--- config.mk ---
export PLATFORM = sky130hd
export DESIGN_NAME = instr_fetch
export DESIGN_NICKNAME = d
export VERILOG_FILES = /design/src/rtl/instr_fetch.sv
export SDC_FILE = /design/constraint.sdc
export NUM_CORES = 1
export LEC_CHECK = 0
export CAP_MARGIN = 5
export CORE_MARGIN = 4
export CORE_UTILIZATION = 45
export DETAILED_ROUTE_END_ITERATION = 8
export PLACE_DENSITY = 0.68
export SLEW_MARGIN = 40
export SYNTH_ARGS = -nofsm -noshare
export SYNTH_HDL_FRONTEND = slang
export SYNTH_SLANG_ARGS = --single-unit
export TNS_END_PERCENT = 5
--- constraint.sdc ---
create_clock -name clock -period 3.1 [get_ports clock]
set_input_delay 0.62 -clock clock [delete_from_list [all_inputs] [get_ports clock]]
set_output_delay 0.62 -clock clock [all_outputs]
set_load 0.01 [all_outputs]
--- src/rtl/instr_fetch.sv ---
// Instruction fetch: owns the PC, issues word fetches, buffers responses in a prefetch queue.
// Optional performance counters are enabled with `define FETCH_PERF_CNT_EN.
module instr_fetch #(
    parameter int                ADDR_W    = 32,
    parameter logic [ADDR_W-1:0] RESET_PC  = 32'h0000_0000,
    parameter int                DEPTH     = 4,
    parameter int                MAX_OUTST = 2
) (
    input  logic              clock,
    input  logic              reset,
    input  logic              fetch_en,
    input  logic              redirect,
    input  logic [ADDR_W-1:0] redirect_pc,
    output logic              imem_req,
    output logic [ADDR_W-1:0] imem_addr,
    input  logic              imem_gnt,
    input  logic              imem_rvalid,
    input  logic [31:0]       imem_rdata,
    output logic [31:0]       instruction,
    output logic [ADDR_W-1:0] instr_pc,
    output logic              instr_valid,
    input  logic              instr_ready
`ifdef FETCH_PERF_CNT_EN
    ,
    output logic [31:0]       stall_cnt,
    output logic [31:0]       flush_cnt
`endif
);
    localparam int PW = $clog2(DEPTH);
    localparam int CW = PW + 1;
    localparam logic [ADDR_W-1:0] ALIGN_MASK = ~ADDR_W'(3);

    logic [ADDR_W-1:0] fetch_pc, resp_pc, target_pc;
    logic [31:0]       q_word [DEPTH];
    logic [ADDR_W-1:0] q_pc   [DEPTH];
    logic [PW-1:0]     rd_ptr, wr_ptr;
    logic [CW-1:0]     count, outstanding, discard, cnt_left;
    logic [31:0]       instr_q;
    logic [ADDR_W-1:0] pc_q;
    logic              issue, push, pop, credit_ok;

    assign target_pc = redirect_pc & ALIGN_MASK;

    // Credits count in-flight requests against free queue slots so a push never overflows.
    assign credit_ok = (outstanding < CW'(MAX_OUTST)) &&
                       (({1'b0, count} + {1'b0, outstanding}) < (CW+1)'(DEPTH));
    assign imem_req  = !reset && fetch_en && !redirect && credit_ok;
    assign imem_addr = fetch_pc;
    assign issue     = imem_req && imem_gnt;

    assign instr_valid = (count != '0);
    assign pop         = instr_valid && instr_ready && !redirect;
    assign push        = imem_rvalid && (discard == '0) && !redirect;
    assign cnt_left    = count - CW'(pop);

    assign instruction = instr_q;
    assign instr_pc    = pc_q;

    always_ff @(posedge clock) begin
        if (!reset && push) begin
            q_word[wr_ptr] <= imem_rdata;
            q_pc[wr_ptr]   <= resp_pc;
        end
    end

    always_ff @(posedge clock) begin
        if (reset) begin
            fetch_pc    <= RESET_PC;
            resp_pc     <= RESET_PC;
            rd_ptr      <= '0;
            wr_ptr      <= '0;
            count       <= '0;
            outstanding <= '0;
            discard     <= '0;
            instr_q     <= 32'h0;
            pc_q        <= RESET_PC;
        end else begin
            outstanding <= outstanding + CW'(issue) - CW'(imem_rvalid);
            if (redirect) begin
                // A response landing in the redirect cycle is already dropped here.
                fetch_pc <= target_pc;
                resp_pc  <= target_pc;
                rd_ptr   <= '0;
                wr_ptr   <= '0;
                count    <= '0;
                discard  <= outstanding - CW'(imem_rvalid);
            end else begin
                if (issue)
                    fetch_pc <= fetch_pc + ADDR_W'(4);
                if (imem_rvalid && discard != '0)
                    discard <= discard - CW'(1);
                if (push) begin
                    wr_ptr  <= wr_ptr + PW'(1);
                    resp_pc <= resp_pc + ADDR_W'(4);
                end
                if (pop)
                    rd_ptr <= rd_ptr + PW'(1);
                count <= cnt_left + CW'(push);
                // Output registers track the next head; they hold when the queue runs dry.
                if (cnt_left != '0) begin
                    instr_q <= q_word[rd_ptr + PW'(pop)];
                    pc_q    <= q_pc[rd_ptr + PW'(pop)];
                end else if (push) begin
                    instr_q <= imem_rdata;
                    pc_q    <= resp_pc;
                end
            end
        end
    end

`ifdef FETCH_PERF_CNT_EN
    always_ff @(posedge clock) begin
        if (reset) begin
            stall_cnt <= 32'h0;
            flush_cnt <= 32'h0;
        end else begin
            if (instr_ready && !instr_valid && !redirect && stall_cnt != 32'hFFFF_FFFF)
                stall_cnt <= stall_cnt + 32'h1;
            if (redirect && flush_cnt != 32'hFFFF_FFFF)
                flush_cnt <= flush_cnt + 32'h1;
        end
    end
`else
    // Counters are not built in this configuration.
`endif

endmodule

==> impl_metrics.tcl <==
set metrics [dict create \
    grt_setup_unrepaired "no" \
    detailed_place_hpwl_um 24370 \
    yosysWarnings 0 \
    first_global_vias 10560 \
    synth.top_cell.area_share_pct 46.98 \
    worstPathMaxFanout 18 \
    finish.net_count 1480 \
    synth_ff_type "edfxtp_1" \
    endpoint_kind "flop" \
    clock_tree_from_tritoncts "done" \
    syn_area_um2 15850 \
    number_of_synthesized_flops_with_an_enable_pin 248 \
    routed-via-count 10590 \
    power_switching_share_pct 23.62 \
    transition_time_at_the_pin_with_the_least_slew_margin_ns 0.7265 \
    cts_stage_hold_buffer_count 0 \
    max_cap_violations 0 \
    synthesis_stage_register_bit_count 383 \
    floorplan.die_area_um2 38290 \
    post_drt_via_cell_ratio 5.647 \
    num_io_pins 169 \
    post-route-worst-setup-slack_ns 0.3295 \
    drtIter0Drc 536 \
    leakage_nw 6.660 \
    total_power_per_unit_cell_area_nw_per_um2 604.5 \
    worst_skew_pair.late_latency_ns 0.53 \
    syn2layout_area_growth_pct 24.91 \
    max_clock_freq_mhz 360.9 \
    grt_overflow_total 0 \
    finalClockSkew_ns 0.01627 \
    max_slew_violation_total_from_the_final_report 0 \
    synth_sequential_area_ratio_pct 64.04 \
    cts_buffers 41 \
    initial_utilization_pct 45.77 \
    grt_pass1_wl_um 59880 \
    placementRows 68 \
    root_buffer_cell "clkbuf_16" \
    cts_buffer_depth 3 \
    fraction_of_layout_cells_with_a_size_suffix_above_1_pct 14.36 \
    drt-pass1-iter-count 5 \
    report.power.total_mw 11.97 \
    place_congestion 0.8623 \
    synth.distinct_cells 62 \
    grt_start_max_net_pins 67 \
    synthCells 1196 \
    grt_antenna_before_repair 0 \
    worstSetupPathType "reg2reg" \
    routed_wire_length_per_instance_um 20.13 \
    critPathArrivalTime_ns 3.18 \
    post_cts_clock_slew_at_the_launch_and_capture_registers_of_the_worst_setup_and_hold_paths_ns 0.06 \
    grt_util_all_layers_pct 19.38 \
    post-route-period-util_pct 89.37 \
    min_path_type "reg2reg" \
    routed_wirelength_um 37760 \
    setup_viol 0 \
    per_instance_average_area_after_synthesis_um2 13.25 \
    pre_cts_ws_ns -0.08461 \
    port_buffers 162 \
    critPathRequiredTime_ns 3.51 \
    finished_cell_area_um2 19800 \
    die_h_um 195.7 \
    drcViolationCount 0 \
    power_frac_clock_pct 39.5 \
    drtAntennaViolNets 0 \
    worst_ir_drop_vdd_mv 0.3866 \
    timing.slew.headroom_pct 51.16 \
    startpoint_type "flop" \
    dpl-instance-area_um2 18480 \
    synth.cells.most_frequent "edfxtp_1 (248), dfxtp_1 (135), nand2_1 (100)" \
    intPower_mw 9.141 \
    ys_async_sr_fraction_pct 0 \
    synthMostInstantiatedCell "edfxtp_1" \
    p_comb_share_pct 11.4 \
    result_of_the_run "finished clean" \
    finalCriticalPeriod_ns 2.771 \
    fp.coreArea_um2 34630 \
    num_antenna_cells 0 \
    post-synth-top-area-cell "edfxtp_1" \
    yosys-top-cells-area "edfxtp_1 (47%), dfxtp_1 (17%), mux4_2 (5.1%)" \
    cts.sink_count 383 \
    final_hold_viol_count 0 \
    die-width_um 195.7 \
    htree_num_levels 2 \
    power.sequential.fraction_pct 49.1 \
    hold_slack_ns 0.4975 \
    p_switching_mw 2.827 \
]
## power groups by stage
stage	sequential [mW]	clock (mW)	combinational [mW]
5_1_grt	5.91	5.05	1.48
6_report	5.88	4.73	1.37
2_1_floorplan	5.99	0	0.649
4_1_cts	5.88	4.83	1.38
3_3_place_gp	5.98	0	1.35
3_5_place_dp	5.99	0	1.37
## layout by cell type, fill, tap and decap left out, drive strengths merged, types with 3 or more instances in the layout
cell / netlist / layout
edfxtp: 248 / 248
clkdlybuf4s50: 0 / 160
dfxtp: 135 / 135
nand2: 101 / 101
nor2: 77 / 77
a21oi: 60 / 60
buf: 31 / 59
mux2i: 56 / 56
o21ai: 54 / 54
clkbuf: 43 / 53
mux4: 36 / 36
a211oi: 35 / 35
nand4: 31 / 31
xor2: 31 / 31
o221a: 23 / 23
inv: 22 / 22
ha: 20 / 20
clkinv: 1 / 20
xnor2: 19 / 19
nand3: 18 / 18
a21boi: 17 / 17
and3: 17 / 17
o22ai: 16 / 16
a22oi: 13 / 13
o21a: 11 / 11
a31oi: 11 / 11
and2: 8 / 8
and4: 7 / 7
nor4: 7 / 7
nor3: 6 / 6
or3: 4 / 4
nand3b: 4 / 4
nand2b: 4 / 4
conb: 1 / 4
o311ai: 4 / 4
a311oi: 3 / 3
o22a: 3 / 3
bufinv: 0 / 3
## cells by family after synthesis
kind of cell / after synthesis / synth area share [%]
muxes: 93 / 8.723
xor gates and xnor gates: 50 / 2.763
and+or+nand+nor: 292 / 9.133
adders and majority gates: 21 / 1.705
other: 1 / 0.02366
buffers and inverters: 97 / 2.597
DFF: 383 / 64.04
AOI/OAI and AO/OA: 259 / 11.02
## registers in the layout, indices dropped and copies added (netlist names)
signal / cells
count: 3
q_word: 128
outstanding: 3
imem_addr: 30
q_pc: 120
instruction: 32
wr_ptr: 2
rd_ptr: 2
discard: 3
resp_pc: 30
instr_pc: 30
## routing by layer
layer	up-vias	GRT usage [%]	wire, um
met3	49	3.383	2483
met5	-	0	0
met1	5273	27.85	17020
met4	0	4.577	631
met2	334	31.09	17630
li1	4938	-	-
## path summary, 6_finish.rpt
| path | start | end | slack, ns | cells past startpoint |
|---|---|---|---|---|
| min | instruction[11] | instruction[11] | 0.50 | 2 |
| min reg2reg | instruction[11] | instruction[11] | 0.50 | 2 |
| max | count[1] | instr_pc[15] | 0.33 | 9 |
| max reg2reg | count[1] | instr_pc[15] | 0.33 | 9 |
## timing repair
action,in CTS,in global routing
hold endpoints to repair,0,0
resized for setup,0,1
setup endpoints to repair,0,1
setup buffers,0,0
## final cells by class
cell class	instances	area [um^2]
Tap cell	455	569.3
Timing Repair Buffer	220	2317
Clock buffer	53	1101
Fill cell	2784	14830
Multi-Input combinational cell	719	5355
Sequential cell	383	10150
Inverter	23	86.33
Clock inverter	23	219.0
## per-stage QoR
stage / TNS [ns] / util [%] / std cells
2_1_floorplan: -0.2131 / - / 1199
3_3_place_gp: -0.1698 / 53.35 / 1800
3_5_place_dp: -1.761 / 53.35 / 1800
4_1_cts: 0 / 57.17 / 1876
5_1_grt: 0 / 57.17 / 1876
6_report: 0 / 57.17 / 1876
## worst max-delay path, cell delays in order, from the launching register on
cell,delay (ns)
dfxtp_1,0.32
or3_1,0.43
and3_1,0.29
ha_1,0.21
ha_1,0.29
inv_1,0.08
o31ai_4,0.36
nand2_4,0.14
buf_4,0.24
o221a_2,0.29
Note: power is estimated with default switching activity, not from simulation.
